## src/rtl/mem_if_pkg.sv

```systemverilog
// Shared definitions for the memory command port: bus IDs, opcodes,
// command-byte field layout and the port state encoding.
package mem_if_pkg;

  localparam logic [1:0] BUS_ID_MEM = 2'd0;
  localparam logic [1:0] BUS_ID_SHA = 2'd1;
  localparam logic [1:0] BUS_ID_AES = 2'd2;

  localparam logic [1:0] OP_RD_KEY  = 2'd0;
  localparam logic [1:0] OP_RD_TEXT = 2'd1;
  localparam logic [1:0] OP_WR_RES  = 2'd2;
  localparam logic [1:0] OP_OTHER   = 2'd3;

  localparam int CMD_ENC_BIT  = 7;
  localparam int CMD_DEST_LSB = 4;
  localparam int CMD_SRC_LSB  = 2;
  localparam int CMD_OP_LSB   = 0;

  typedef enum logic [2:0] {
    ST_IDLE,
    ST_ADDR,
    ST_CMD,
    ST_XFER,
    ST_ACK_REQ,
    ST_ACK_DONE
  } port_state_t;

  function automatic logic [1:0] cmd_field(input logic [7:0] cmd, input int lsb);
    return cmd[lsb +: 2];
  endfunction

endpackage

```

## src/rtl/mem_port_fifo.sv

```systemverilog
// Synchronous first-word-fall-through FIFO with occupancy count and flush.
module mem_port_fifo #(
  parameter int WIDTH = 8,
  parameter int DEPTH = 4
) (
  input  logic                     clk,
  input  logic                     rst,
  input  logic                     flush,
  input  logic                     push,
  input  logic [WIDTH-1:0]         push_data,
  input  logic                     pop,
  output logic [WIDTH-1:0]         pop_data,
  output logic                     full,
  output logic                     empty,
  output logic [$clog2(DEPTH):0]   count
);

  localparam int PTR_W = $clog2(DEPTH);
  localparam int CNT_W = PTR_W + 1;

  logic [WIDTH-1:0] mem [DEPTH];
  logic [PTR_W-1:0] wr_ptr;
  logic [PTR_W-1:0] rd_ptr;
  logic             do_push;
  logic             do_pop;

  assign full     = (count == CNT_W'(DEPTH));
  assign empty    = (count == '0);
  assign do_push  = push && !full;
  assign do_pop   = pop && !empty;
  assign pop_data = mem[rd_ptr];

  always_ff @(posedge clk) begin
    if (do_push && !rst && !flush) begin
      mem[wr_ptr] <= push_data;
    end
  end

  // Pointers wrap naturally because DEPTH is a power of two.
  always_ff @(posedge clk) begin
    if (rst || flush) begin
      wr_ptr <= '0;
      rd_ptr <= '0;
      count  <= '0;
    end else begin
      if (do_push) wr_ptr <= wr_ptr + 1'b1;
      if (do_pop)  rd_ptr <= rd_ptr + 1'b1;
      case ({do_push, do_pop})
        2'b10:   count <= count + 1'b1;
        2'b01:   count <= count - 1'b1;
        default: count <= count;
      endcase
    end
  end

endmodule

```

## src/rtl/mem_cmd_port_fifo.sv

```systemverilog
// Memory command port: decodes bus commands for this port, collects the
// address, hands the command to the memory FSM and buffers payload both ways.
module mem_cmd_port_fifo
  import mem_if_pkg::*;
#(
  parameter int         ADDR_BYTES   = 3,
  parameter int         FIFO_DEPTH   = 4,
  parameter logic [1:0] MEM_ID       = 2'b00,
  parameter int         ACK_ON_WRITE = 0
) (
  input  logic                    clk,
  input  logic                    rst,
  input  logic                    in_bus_valid,
  input  logic                    in_bus_ready,
  input  logic [7:0]              in_bus_data,
  output logic [7:0]              out_bus_data,
  output logic                    out_bus_ready,
  output logic                    out_bus_valid,
  input  logic                    in_ack_bus_owned,
  output logic                    out_ack_bus_request,
  output logic [1:0]              out_ack_bus_id,
  output logic                    out_fsm_valid,
  output logic                    out_fsm_ready,
  output logic [7:0]              out_fsm_data,
  input  logic                    in_fsm_ready,
  input  logic                    in_fsm_valid,
  input  logic [7:0]              in_fsm_data,
  input  logic                    in_fsm_done,
  output logic                    out_fsm_enc_type,
  output logic [1:0]              out_fsm_opcode,
  output logic [8*ADDR_BYTES-1:0] out_address,
  output logic                    out_busy,
  output logic [7:0]              out_drop_count
);

  localparam int ADDR_IDX_W = (ADDR_BYTES > 1) ? $clog2(ADDR_BYTES) : 1;
  localparam logic [ADDR_IDX_W-1:0] ADDR_LAST = ADDR_IDX_W'(ADDR_BYTES - 1);

  port_state_t             state;
  logic [7:0]              cmd_q;
  logic                    done_latch;
  logic [ADDR_IDX_W-1:0]   addr_idx;
  logic                    out_en;
  logic [1:0]              in_op;
  logic                    cmd_match;
  logic                    is_write;
  logic [8:0]              drop_sum;

  logic                    fifo_flush;
  logic                    fifo_push;
  logic                    fifo_pop;
  logic [7:0]              fifo_din;
  logic [7:0]              fifo_dout;
  logic                    fifo_full;
  logic                    fifo_empty;
  logic [$clog2(FIFO_DEPTH):0] fifo_count;

  assign in_op     = cmd_field(in_bus_data, CMD_OP_LSB);
  assign cmd_match = (((in_op == OP_RD_KEY) || (in_op == OP_RD_TEXT)) &&
                      (cmd_field(in_bus_data, CMD_DEST_LSB) == MEM_ID)) ||
                     ((in_op == OP_WR_RES) &&
                      (cmd_field(in_bus_data, CMD_SRC_LSB) == MEM_ID));
  assign is_write  = (out_fsm_opcode == OP_WR_RES);
  assign drop_sum  = {1'b0, out_drop_count} + 9'(fifo_count);

  assign out_busy            = (state != ST_IDLE);
  assign out_ack_bus_request = (state == ST_ACK_REQ);
  assign out_ack_bus_id      = (state == ST_ACK_REQ) ? MEM_ID : 2'b00;

  mem_port_fifo #(
    .WIDTH (8),
    .DEPTH (FIFO_DEPTH)
  ) u_fifo (
    .clk       (clk),
    .rst       (rst),
    .flush     (fifo_flush),
    .push      (fifo_push),
    .push_data (fifo_din),
    .pop       (fifo_pop),
    .pop_data  (fifo_dout),
    .full      (fifo_full),
    .empty     (fifo_empty),
    .count     (fifo_count)
  );

  // Once the FSM has signalled done, leftover write bytes are dropped rather than offered.
  always_comb begin
    out_bus_ready = 1'b0;
    out_bus_valid = 1'b0;
    out_bus_data  = 8'h00;
    out_fsm_valid = 1'b0;
    out_fsm_ready = 1'b0;
    out_fsm_data  = 8'h00;
    fifo_push     = 1'b0;
    fifo_pop      = 1'b0;
    fifo_din      = 8'h00;
    fifo_flush    = 1'b0;
    case (state)
      ST_IDLE: out_bus_ready = out_en;
      ST_ADDR: out_bus_ready = 1'b1;
      ST_CMD: begin
        out_fsm_valid = 1'b1;
        out_fsm_data  = cmd_q;
      end
      ST_XFER: begin
        if (is_write) begin
          out_bus_ready = !fifo_full && !done_latch;
          out_fsm_valid = !fifo_empty && !done_latch;
          out_fsm_data  = fifo_dout;
          fifo_din      = in_bus_data;
          fifo_push     = in_bus_valid && !fifo_full && !done_latch;
          fifo_pop      = !fifo_empty && !done_latch && in_fsm_ready;
          fifo_flush    = done_latch;
        end else begin
          out_fsm_ready = !fifo_full;
          out_bus_valid = !fifo_empty;
          out_bus_data  = fifo_dout;
          fifo_din      = in_fsm_data;
          fifo_push     = in_fsm_valid && !fifo_full;
          fifo_pop      = !fifo_empty && in_bus_ready;
        end
      end
      default: ;
    endcase
  end

  // out_en keeps out_bus_ready low in the first cycle after reset so every output reads 0.
  always_ff @(posedge clk) begin
    if (rst) begin
      state            <= ST_IDLE;
      cmd_q            <= 8'h00;
      out_fsm_enc_type <= 1'b0;
      out_fsm_opcode   <= 2'b00;
      out_address      <= '0;
      addr_idx         <= '0;
      done_latch       <= 1'b0;
      out_drop_count   <= 8'h00;
      out_en           <= 1'b0;
    end else begin
      out_en <= 1'b1;
      if (state == ST_IDLE) begin
        done_latch <= 1'b0;
      end else if (in_fsm_done) begin
        done_latch <= 1'b1;
      end
      case (state)
        ST_IDLE: begin
          if (in_bus_valid && out_en && cmd_match) begin
            cmd_q            <= in_bus_data;
            out_fsm_enc_type <= in_bus_data[CMD_ENC_BIT];
            out_fsm_opcode   <= in_op;
            addr_idx         <= '0;
            state            <= ST_ADDR;
          end
        end
        ST_ADDR: begin
          if (in_bus_valid) begin
            out_address[8*addr_idx +: 8] <= in_bus_data;
            if (addr_idx == ADDR_LAST) begin
              state <= ST_CMD;
            end else begin
              addr_idx <= addr_idx + 1'b1;
            end
          end
        end
        ST_CMD: begin
          if (in_fsm_ready) state <= ST_XFER;
        end
        ST_XFER: begin
          if (is_write) begin
            if (done_latch) begin
              out_drop_count <= drop_sum[8] ? 8'hFF : drop_sum[7:0];
              state          <= (ACK_ON_WRITE != 0) ? ST_ACK_REQ : ST_IDLE;
            end
          end else if (done_latch && fifo_empty && !in_fsm_valid) begin
            state <= ST_ACK_REQ;
          end
        end
        ST_ACK_REQ: begin
          if (in_ack_bus_owned) state <= ST_ACK_DONE;
        end
        ST_ACK_DONE: state <= ST_IDLE;
        default:     state <= ST_IDLE;
      endcase
    end
  end

endmodule

```

## config.mk

```make
export PLATFORM = sky130hd
export DESIGN_NAME = mem_cmd_port_fifo
export DESIGN_NICKNAME = d
export VERILOG_FILES = /design/src/rtl/mem_if_pkg.sv /design/src/rtl/mem_port_fifo.sv /design/src/rtl/mem_cmd_port_fifo.sv
export SDC_FILE = /design/constraint.sdc
export NUM_CORES = 1
export LEC_CHECK = 0
export ABC_AREA = 1
export BUFFER_PORTS_ARGS = -buffer_cell sky130_fd_sc_hd__buf_2
export CAP_MARGIN = 30
export CORE_ASPECT_RATIO = 1.25
export CORE_MARGIN = 2
export CORE_UTILIZATION = 45
export DETAILED_ROUTE_END_ITERATION = 16
export PLACE_DENSITY = 0.78
export SLEW_MARGIN = 25
export SYNTH_ARGS = -nofsm -noshare
export SYNTH_HDL_FRONTEND = slang
export SYNTH_SLANG_ARGS = --single-unit
```

## constraint.sdc

```tcl
create_clock -name clk -period 3.85 [get_ports clk]
set_clock_uncertainty 0.05 [all_clocks]
set_input_delay 0.385 -clock clk [delete_from_list [all_inputs] [get_ports clk]]
set_output_delay 0.385 -clock clk [all_outputs]
set_load 0.01 [all_outputs]
```

==> metrics.md, run 1 <==
| Metric | Value |
|---|---|
| Largest family of logic cells by synthesized area | simple AND/OR/NAND/NOR gates |
| # rows | 39 |
| Drt pass-1 iters | 5 |
| CTS tree | done |
| Slowest cell on the critical path | dfxtp_1 |
| Count of final setup violators | 0 |
| Avg WL per Cell | approximately 15 um |
| Slew HR | 0.531 |
| Crit-path max FO | 17 |
| Diode count | 0 |
| Setup slack, reg-to-reg | approximately 1.4 ns |
| Required @ worst endpoint | about 3.4 ns |
| Cts repair resizes | 0 |
| Critical path buffer and inverter count | 2 |
| Root buf cell | clkbuf_16 |
| Fraction of final layout cells sized beyond drive strength 1 | 0.202 |
| CP max stage delay | ~0.67 ns |
| Max-slew violations | 0 |
| TritonCTS Buffers | 9 |
| Worst Setup Path Type | flip-flop to primary output |
| Final #Nets | roughly 620 |
| Multiplexer area fraction after synthesis | 0 |
| Vias in the first global route | 3,643 |
| Data arrival, critical path | between 2 and 2.5 ns |
| P_leak | around 2.1 nW |
| Detail Route Antenna Nets | 0 |
| Clock buffer depth | 2 |
| Die width | between 90 and 100 um |
| Reg2reg end | u_fifo.count[2]$_SDFFE_PP0P_ |
| Crit path depth | 5 |
| DP Area | ~4700 um^2 |
| Post-Synth Adder-Cell Area | 0.0473 |
| Simple-gate share of the synthesized area | 0.235 |
| Cell Area, Synth | 4290 um^2 |
| Die Ht | ~110 um |
| Register bit total from synthesis | 88 |
| Worst path cell trace | inv_1 -> nand2_1 -> a32o_1 -> o22ai_1 -> buf_2 |
| Core Area | a little over 9000 um^2 |
| Remaining DRCs | 0 |
| Status | complete, no violations |
| Unrepaired setup endpoints after global routing | false |
| Setup TNS | 0 ns |
| Worst IR Drop VDD | about 0.26 mV |
| Top delay family on crit path | flip-flops |
| Drt total wl | roughly 10 mm |
| Vias per cell | between 5 and 6 |
| Initial antenna violation count | 0 |
| Worst Setup Start Kind | flip-flop |
| Starting Density | 0.465 |
| Filler cells | 827 |
| XOR/XNOR share of the synthesized area | 0.00817 |
| Clk sink count | between 80 and 90 |
| Tcrit/Tclk final | 0.642 |
| Reg clk slew, reported paths | roughly 0.060 ns |
| Netlist cell types | 37 |
| GPL Wtd Cong | approximately 0.87 |
| Worst-Skew Late Latency | between 0.3 and 0.4 ns |
| Worst r2r src | state[2]$_SDFFE_PP0P_ |
| Sequential area share after synthesis | 0.485 |
| Final min period | approximately 2.5 ns |
| Post-synthesis async set-or-reset flop share | 0 |
| Worst-Margin Slew | approximately 0.70 ns |
| First-pass GRT wire length | around 17 mm |
| DR vias | 3,764 |
| Die area | about 10,000 um^2 |
| Remaining Overflow, GRT | 0 |
| Worst hold path depth | 3 |
| Top Ports | 83 |
| Ys Warns | 0 |
| Largest net degree at the start of global routing | 32 |
| Post-CTS Setup Inserts | 0 |
| Final instance area | between 4000 and 5000 um^2 |
| Multi-input logic area | 1850 um^2 |
| Port Buffers | 80 |
| Max-cap violations | 0 |
| Hold WC Path Type | input pin to flip-flop |
| Mean post-synth cell area | roughly 8.3 um^2 |
| FF-to-FF path depth | 13 |
| Worst Hold End | done_latch$_SDFFE_PP0P_ |
| Layout area overhead | 16.4% |
| Max Freq | 405 MHz |
| Register Area | 2080 um^2 |
| Number of flops mapped to enable cells by yosys | 32 |
| All-Layer GR Usage | 0.206 |
| Initial drt markers | between 200 and 300 |
| Worst Hold Launch | in_fsm_done |
| Gate Count Post-Synth | 518 |
| CTS Hold Bufs | 0 |
| Synth Area in Compound Gates | 0.140 |
| Pwr dens | ~480 nW/um^2 |
| H-tree levels | 3 |
| Fin. Hold Viols | 0 |
| Ys flop type | dfxtp_1 |
| HPWL Detailed | 7.88 mm |
| Critical path endpoint category | primary output |
logic make-up after synthesis:
family	Yosys count
other	1
XOR/XNOR	4
AO/OA/AOI/OAI	103
buffers and inverters	83
flip-flops	88
AND/OR/NAND/NOR	224
adder cells (fa/ha/maj)	15
routing by layer:
| layer | track usage | routed length, um |
|---|---|---|
| met4 | 0.104 | 277 |
| met5 | 0 | 0 |
| met2 | 0.356 | 5320 |
| met1 | 0.244 | 4110 |
| met3 | 0.0413 | 686 |
worst min-delay path: stages:
cell	delay [ns]
buf_2	0.10
o21ai_0	0.07
nor2_1	0.09
state kept, by name (all words and copies together), names as in the netlist, named ones only:
register          flops
u_fifo.mem           32
out_address          24
out_drop_count        8
cmd_q                 6
state                 3
u_fifo.count          3
addr_idx              2
u_fifo.rd_ptr         2
u_fifo.wr_ptr         2
done_latch            1
out_en                1
out_fsm_enc_type      1
out_fsm_opcode        1
synthesized netlist by cell type, drive strengths merged, types with 7 or more instances:
master / n / area share
a32o: 8 / 0.019
a21oi: 46 / 0.055
o22ai: 8 / 0.012
buf: 12 / 0.021
clkbuf: 13 / 0.011
nand2: 111 / 0.10
edfxtp: 32 / 0.22
o21a: 7 / 0.012
dfxtp: 56 / 0.26
nand4: 17 / 0.025
nor2: 62 / 0.064
nand3: 20 / 0.026
inv: 57 / 0.050
o21ai: 29 / 0.034
ha: 13 / 0.038
nor3: 11 / 0.013
cells in the final DEF (no fill, tap or decap), drive strengths merged:
master    Yosys  routed
nor2         62      62
nand3b        1       1
clkbuf       13      11
edfxtp       32      32
nand3        20      20
ha           13      13
a31oi         1       1
o21a          7       7
dfxtp        56      56
nor3b         1       1
a22o          1       1
and2          1       1
nand2       111     111
o22ai         8       8
fa            2       2
inv          57      58
nor3         11      11
xor2          4       4
clkinv        1       4
conb          1       2
o21ai        29      29
clkinvlp      0       1
a32o          8       8
a21oi        46      46
nand4        17      17
buf          12      80
o211ai        3       3
per-stage QoR:
stage | total power [mW] | std cells | util | hold WS, ns | setup WS [ns]
global placement | 1.54 | 697 | 0.510 | 0.397 | 1.54
global route | 2.50 | 713 | 0.541 | 0.295 | 1.19
CTS | 2.38 | 713 | 0.541 | 0.275 | 1.37
detailed placement | 1.56 | 697 | 0.510 | 0.399 | 1.44
finish | 2.37 | 713 | 0.541 | 0.286 | 1.38
floorplan | 1.44 | 519 | - | 0.379 | 1.81
worst max path at each step:
stage / startpoint / end / slack (ns)
2_1_floorplan: out_fsm_opcode[0]$_SDFFE_PP0P_ / u_fifo.count[2]$_SDFFE_PP0P_ / 1.81
3_3_place_gp: state[2]$_SDFFE_PP0P_ / u_fifo.count[2]$_SDFFE_PP0P_ / 1.54
3_5_place_dp: state[2]$_SDFFE_PP0P_ / u_fifo.count[2]$_SDFFE_PP0P_ / 1.44
4_1_cts: flip-flop / out_fsm_data[6] / 1.37
5_1_grt: out_fsm_opcode[0]$_SDFFE_PP0P_ / u_fifo.count[2]$_SDFFE_PP0P_ / 1.19
6_report: flip-flop / out_fsm_data[6] / 1.38
report_power, final:
part | internal (mW) | switching, mW | leakage (nW)
Combinational | 0.152 | 0.356 | 1.23
Sequential | 1.00 | 0.0374 | 0.751
Clock | 0.460 | 0.364 | 0.138
final cells by class:
cell class | count | area share
tap | 123 | 0.0308
inverter | 58 | 0.0436
clock buffer | 11 | 0.0486
sequential | 88 | 0.417
multi-input combinational | 348 | 0.371
clock inverter | 5 | 0.00827
timing repair buffer | 80 | 0.0802
No activity file was read; power rests on OpenSTA's default activity.
==> run 2, diff against run 1 <==
==> constraint.sdc (replaced) <==
create_clock -name clk -period 2.35 [get_ports clk]
set_clock_uncertainty 0.05 [all_clocks]
set_input_delay 0.235 -clock clk [delete_from_list [all_inputs] [get_ports clk]]
set_output_delay 0.235 -clock clk [all_outputs]
set_load 0.01 [all_outputs]
==> run 2 against run 1 <==
Global-route usage up 0.33 points. Cell count increased by 1.7%. Clock power is 72% higher. Sequential share of layout area down 0.93 points. Count of clock-buffer cells in the layout grew 1. Combinational power up 73%. Wire length up 1.6%. Flip-flop and latch count is the same. Non-clock buffer count up 12. First-iteration DRC count shrank 13%. Power up 68%. Highest routed layer unchanged.
==> metrics.md, run 2 (synthesis gave the netlist of run 1 again) <==
| Metric | Value |
|---|---|
| Die area | 10,300 um^2 (unchanged) |
| Clock network power share | 0.356 (+0.008) |
| Unrepaired setup endpoints after global routing | false |
| Initial antenna violation count | 0 (unchanged) |
| Reg power frac | 0.425 (-0.013) |
| Core Area | 9220 um^2 (unchanged) |
| Detail Route Antenna Nets | 0 (unchanged) |
| Status | complete, no violations |
| Setup slack, reg-to-reg | 0.18 ns (-1.24 ns) |
| Int Pwr | 2.74 mW (+70%) |
| Drt pass-1 iters | 5 (unchanged) |
| P_leak | 2.19 nW (+3.3%) |
| Initial drt markers | 238 (-13%) |
| Worst Setup Start Kind | flip-flop |
| Fin worst setup slack | 0.146 ns (-1.23 ns) |
| Fraction of final layout cells sized beyond drive strength 1 | 0.224 (+0.0226) |
| Root buf cell | clkbuf_16 |
| Final #Nets | 636 (+1.9%) |
| Reg2reg end | u_fifo.count[2]$_SDFFE_PP0P_ |
| FF-to-FF path depth | 12 (-1) |
| Port Buffers | 80 (unchanged) |
| Layout area overhead | 19.1% |
| Vias in the first global route | 3,619 (-0.66%) |
| Fin. Hold Viols | 0 (unchanged) |
| Final min period | 2.20 ns |
| # rows | 39 (unchanged) |
| Clock buffer depth | 2 (unchanged) |
| Worst path cell trace | inv_1 -> nand2_1 -> a32o_1 -> o22ai_1 -> buf_2 |
| GR Util met2 | 0.363 (+0.00691) |
| Most flops, register | u_fifo.mem |
| Count of final setup violators | 0 (unchanged) |
| GPL Wtd Cong | 0.944 (+8.3%) |
| Worst-Skew Late Latency | 0.34 ns (about the same) |
| Setup TNS | 0 ns (unchanged) |
| Drt total wl | 10.6 mm (+1.6%) |
| CTS tree | done |
| Clk sink count | 88 (unchanged) |
| Max-cap violations | 0 (unchanged) |
| Register Area | 2080 um^2 (about the same) |
| First-pass GRT wire length | 17.1 mm (+0.81%) |
| HPWL Detailed | 7.76 mm (-1.6%) |
| H-tree levels | 3 (unchanged) |
| TritonCTS Buffers | 9 (unchanged) |
| Data arrival, critical path | 1.92 ns (-0.12 ns) |
| Remaining DRCs | 0 (unchanged) |
| Required @ worst endpoint | 2.07 ns (-1.34 ns) |
| Pwr dens | 782 nW/um^2 (+65%) |
| CTS Hold Bufs | 0 (unchanged) |
| Slew HR | 0.645 (+0.114) |
| GR Util met1 | 0.249 (+0.00481) |
| Hold WC Path Type | input pin to flip-flop |
| Tcrit/Tclk final | 0.938 |
| Worst IR Drop VDD | 0.419 mV (+60%) |
| All-Layer GR Usage | 0.210 (+0.00329) |
| Multi-input logic area | 1860 um^2 (+0.27%) |
| Die Ht | 113 um (unchanged) |
| Worst Setup Path Type | flip-flop to primary output |
| Most frequent cells in the layout | nand2_1 (102), buf_2 (80), nor2_1 (56) |
| Vias per cell | 5.22 (-1.2%) |
| Remaining Overflow, GRT | 0 (unchanged) |
| Avg WL per Cell | 14.6 um (about the same) |
| Worst Hold Launch | in_fsm_done |
| Sw Ratio | 0.313 (-0.00641) |
| Flip-flop count of the largest register after layout | 32 (unchanged) |
| Max-slew violations | 0 (unchanged) |
| Filler cells | 805 (-2.7%) |
| Met3 Use GR | 0.0433 (+0.00200) |
| Reg clk slew, reported paths | 0.06 ns (about the same) |
| Switching power | 1.25 mW (+65%) |
| Slowest cell on the critical path | inv_1 |
| Largest net degree at the start of global routing | 31 (-3.1%) |
| Critical path endpoint category | primary output |
| CP max stage delay | 0.41 ns (-0.26 ns) |
| DP Worst Slack | 0.208 ns (-1.23 ns) |
| Starting Density | 0.465 (unchanged) |
| Worst Hold End | done_latch$_SDFFE_PP0P_ |
| Worst hold path depth | 3 (unchanged) |
| Crit-path max FO | 16 (-1) |
| Top Ports | 83 (unchanged) |
| Largest registers | u_fifo.mem (32), out_address (24), out_drop_count (8) |
| Gate power share | 0.220 (+0.006) |
| Diode count | 0 (unchanged) |
| Die width | 91.3 um (unchanged) |
| Commonest non-fill, non-tap cell in the layout | nand2_1 |
| Worst r2r src | u_fifo.count[0]$_SDFFE_PP0P_ |
| Max Freq | between 400 and 500 MHz |
| Worst-Margin Slew | 0.531 ns (-0.169 ns) |
| DR vias | 3,781 (+0.45%) |
| Util after Layout | 0.554 (+0.0126) |
| Overall Power | 3.99 mW (+68%) |
| GRT Max-Usage Layer | met2 |
run 2: cell types whose count changed in the layout (fill, tap and decap cells not counted), sizes merged:
cell / change
clkinvlp: +1
clkinv: -3
clkbuf: +1
buf: +12
inv: +1
run 2: timing repair:
item,4_1_cts,5_1_grt
gates resized for setup,0,3
endpoints found under the setup margin,0,2
setup buffers,0,0
hold endpoints to repair,0,0
run 2: critical path, delay by kind of cell, from the launching register on:
kind	cells	cell delay, ns
buf+inv	2	0.59
compound gates	2	0.47
flops	1	0.39
simple gates	1	0.13
run 2: worst max path at each step:
stage                     depth (start not counted)  slack [ns]                      endpoint
after global routing                             14        0.02  u_fifo.count[2]$_SDFFE_PP0P_
after floorplan                                  12        0.31  u_fifo.count[2]$_SDFFE_PP0P_
after global placement                           12        0.26  u_fifo.count[2]$_SDFFE_PP0P_
after CTS                                         5        0.14               out_fsm_data[0]
final                                             5        0.15               out_fsm_data[0]
after detailed placement                         13        0.21  u_fifo.count[2]$_SDFFE_PP0P_
run 2: power groups by stage:
stage / sequential [mW] / clock [mW] / combinational [mW]
after floorplan: 1.72 / 0 / 0.631
after global placement: 1.72 / 0 / 0.840
after detailed placement: 1.72 / 0 / 0.864
after CTS: 1.69 / 1.44 / 0.871
after global routing: 1.70 / 1.51 / 0.991
final: 1.70 / 1.42 / 0.878
run 2: through the flow:
step | hold WS, ns | area (um^2) | std cells
2_1_floorplan | 0.348 | 4290 | 519
3_3_place_gp | 0.395 | 4800 | 709
3_5_place_dp | 0.395 | 4800 | 709
6_report | 0.160 | 5110 | 725
5_1_grt | 0.170 | 5110 | 725
4_1_cts | 0.143 | 5100 | 725
run 2: area by class of cell:
cell class / instances / share of cell area
Sequential cell: 88 / 0.408
Multi-Input combinational cell: 348 / 0.364
Timing Repair Buffer: 92 / 0.0960
Clock buffer: 12 / 0.0532
Inverter: 58 / 0.0426
Tap cell: 123 / 0.0301
Clock inverter: 4 / 0.00637
run 2: metal layers:
layer	share of wire	vias up
met3	0.048	20
li1	-	1889
met5	0	-
met4	0.027	0
met2	0.51	120
met1	0.41	1752
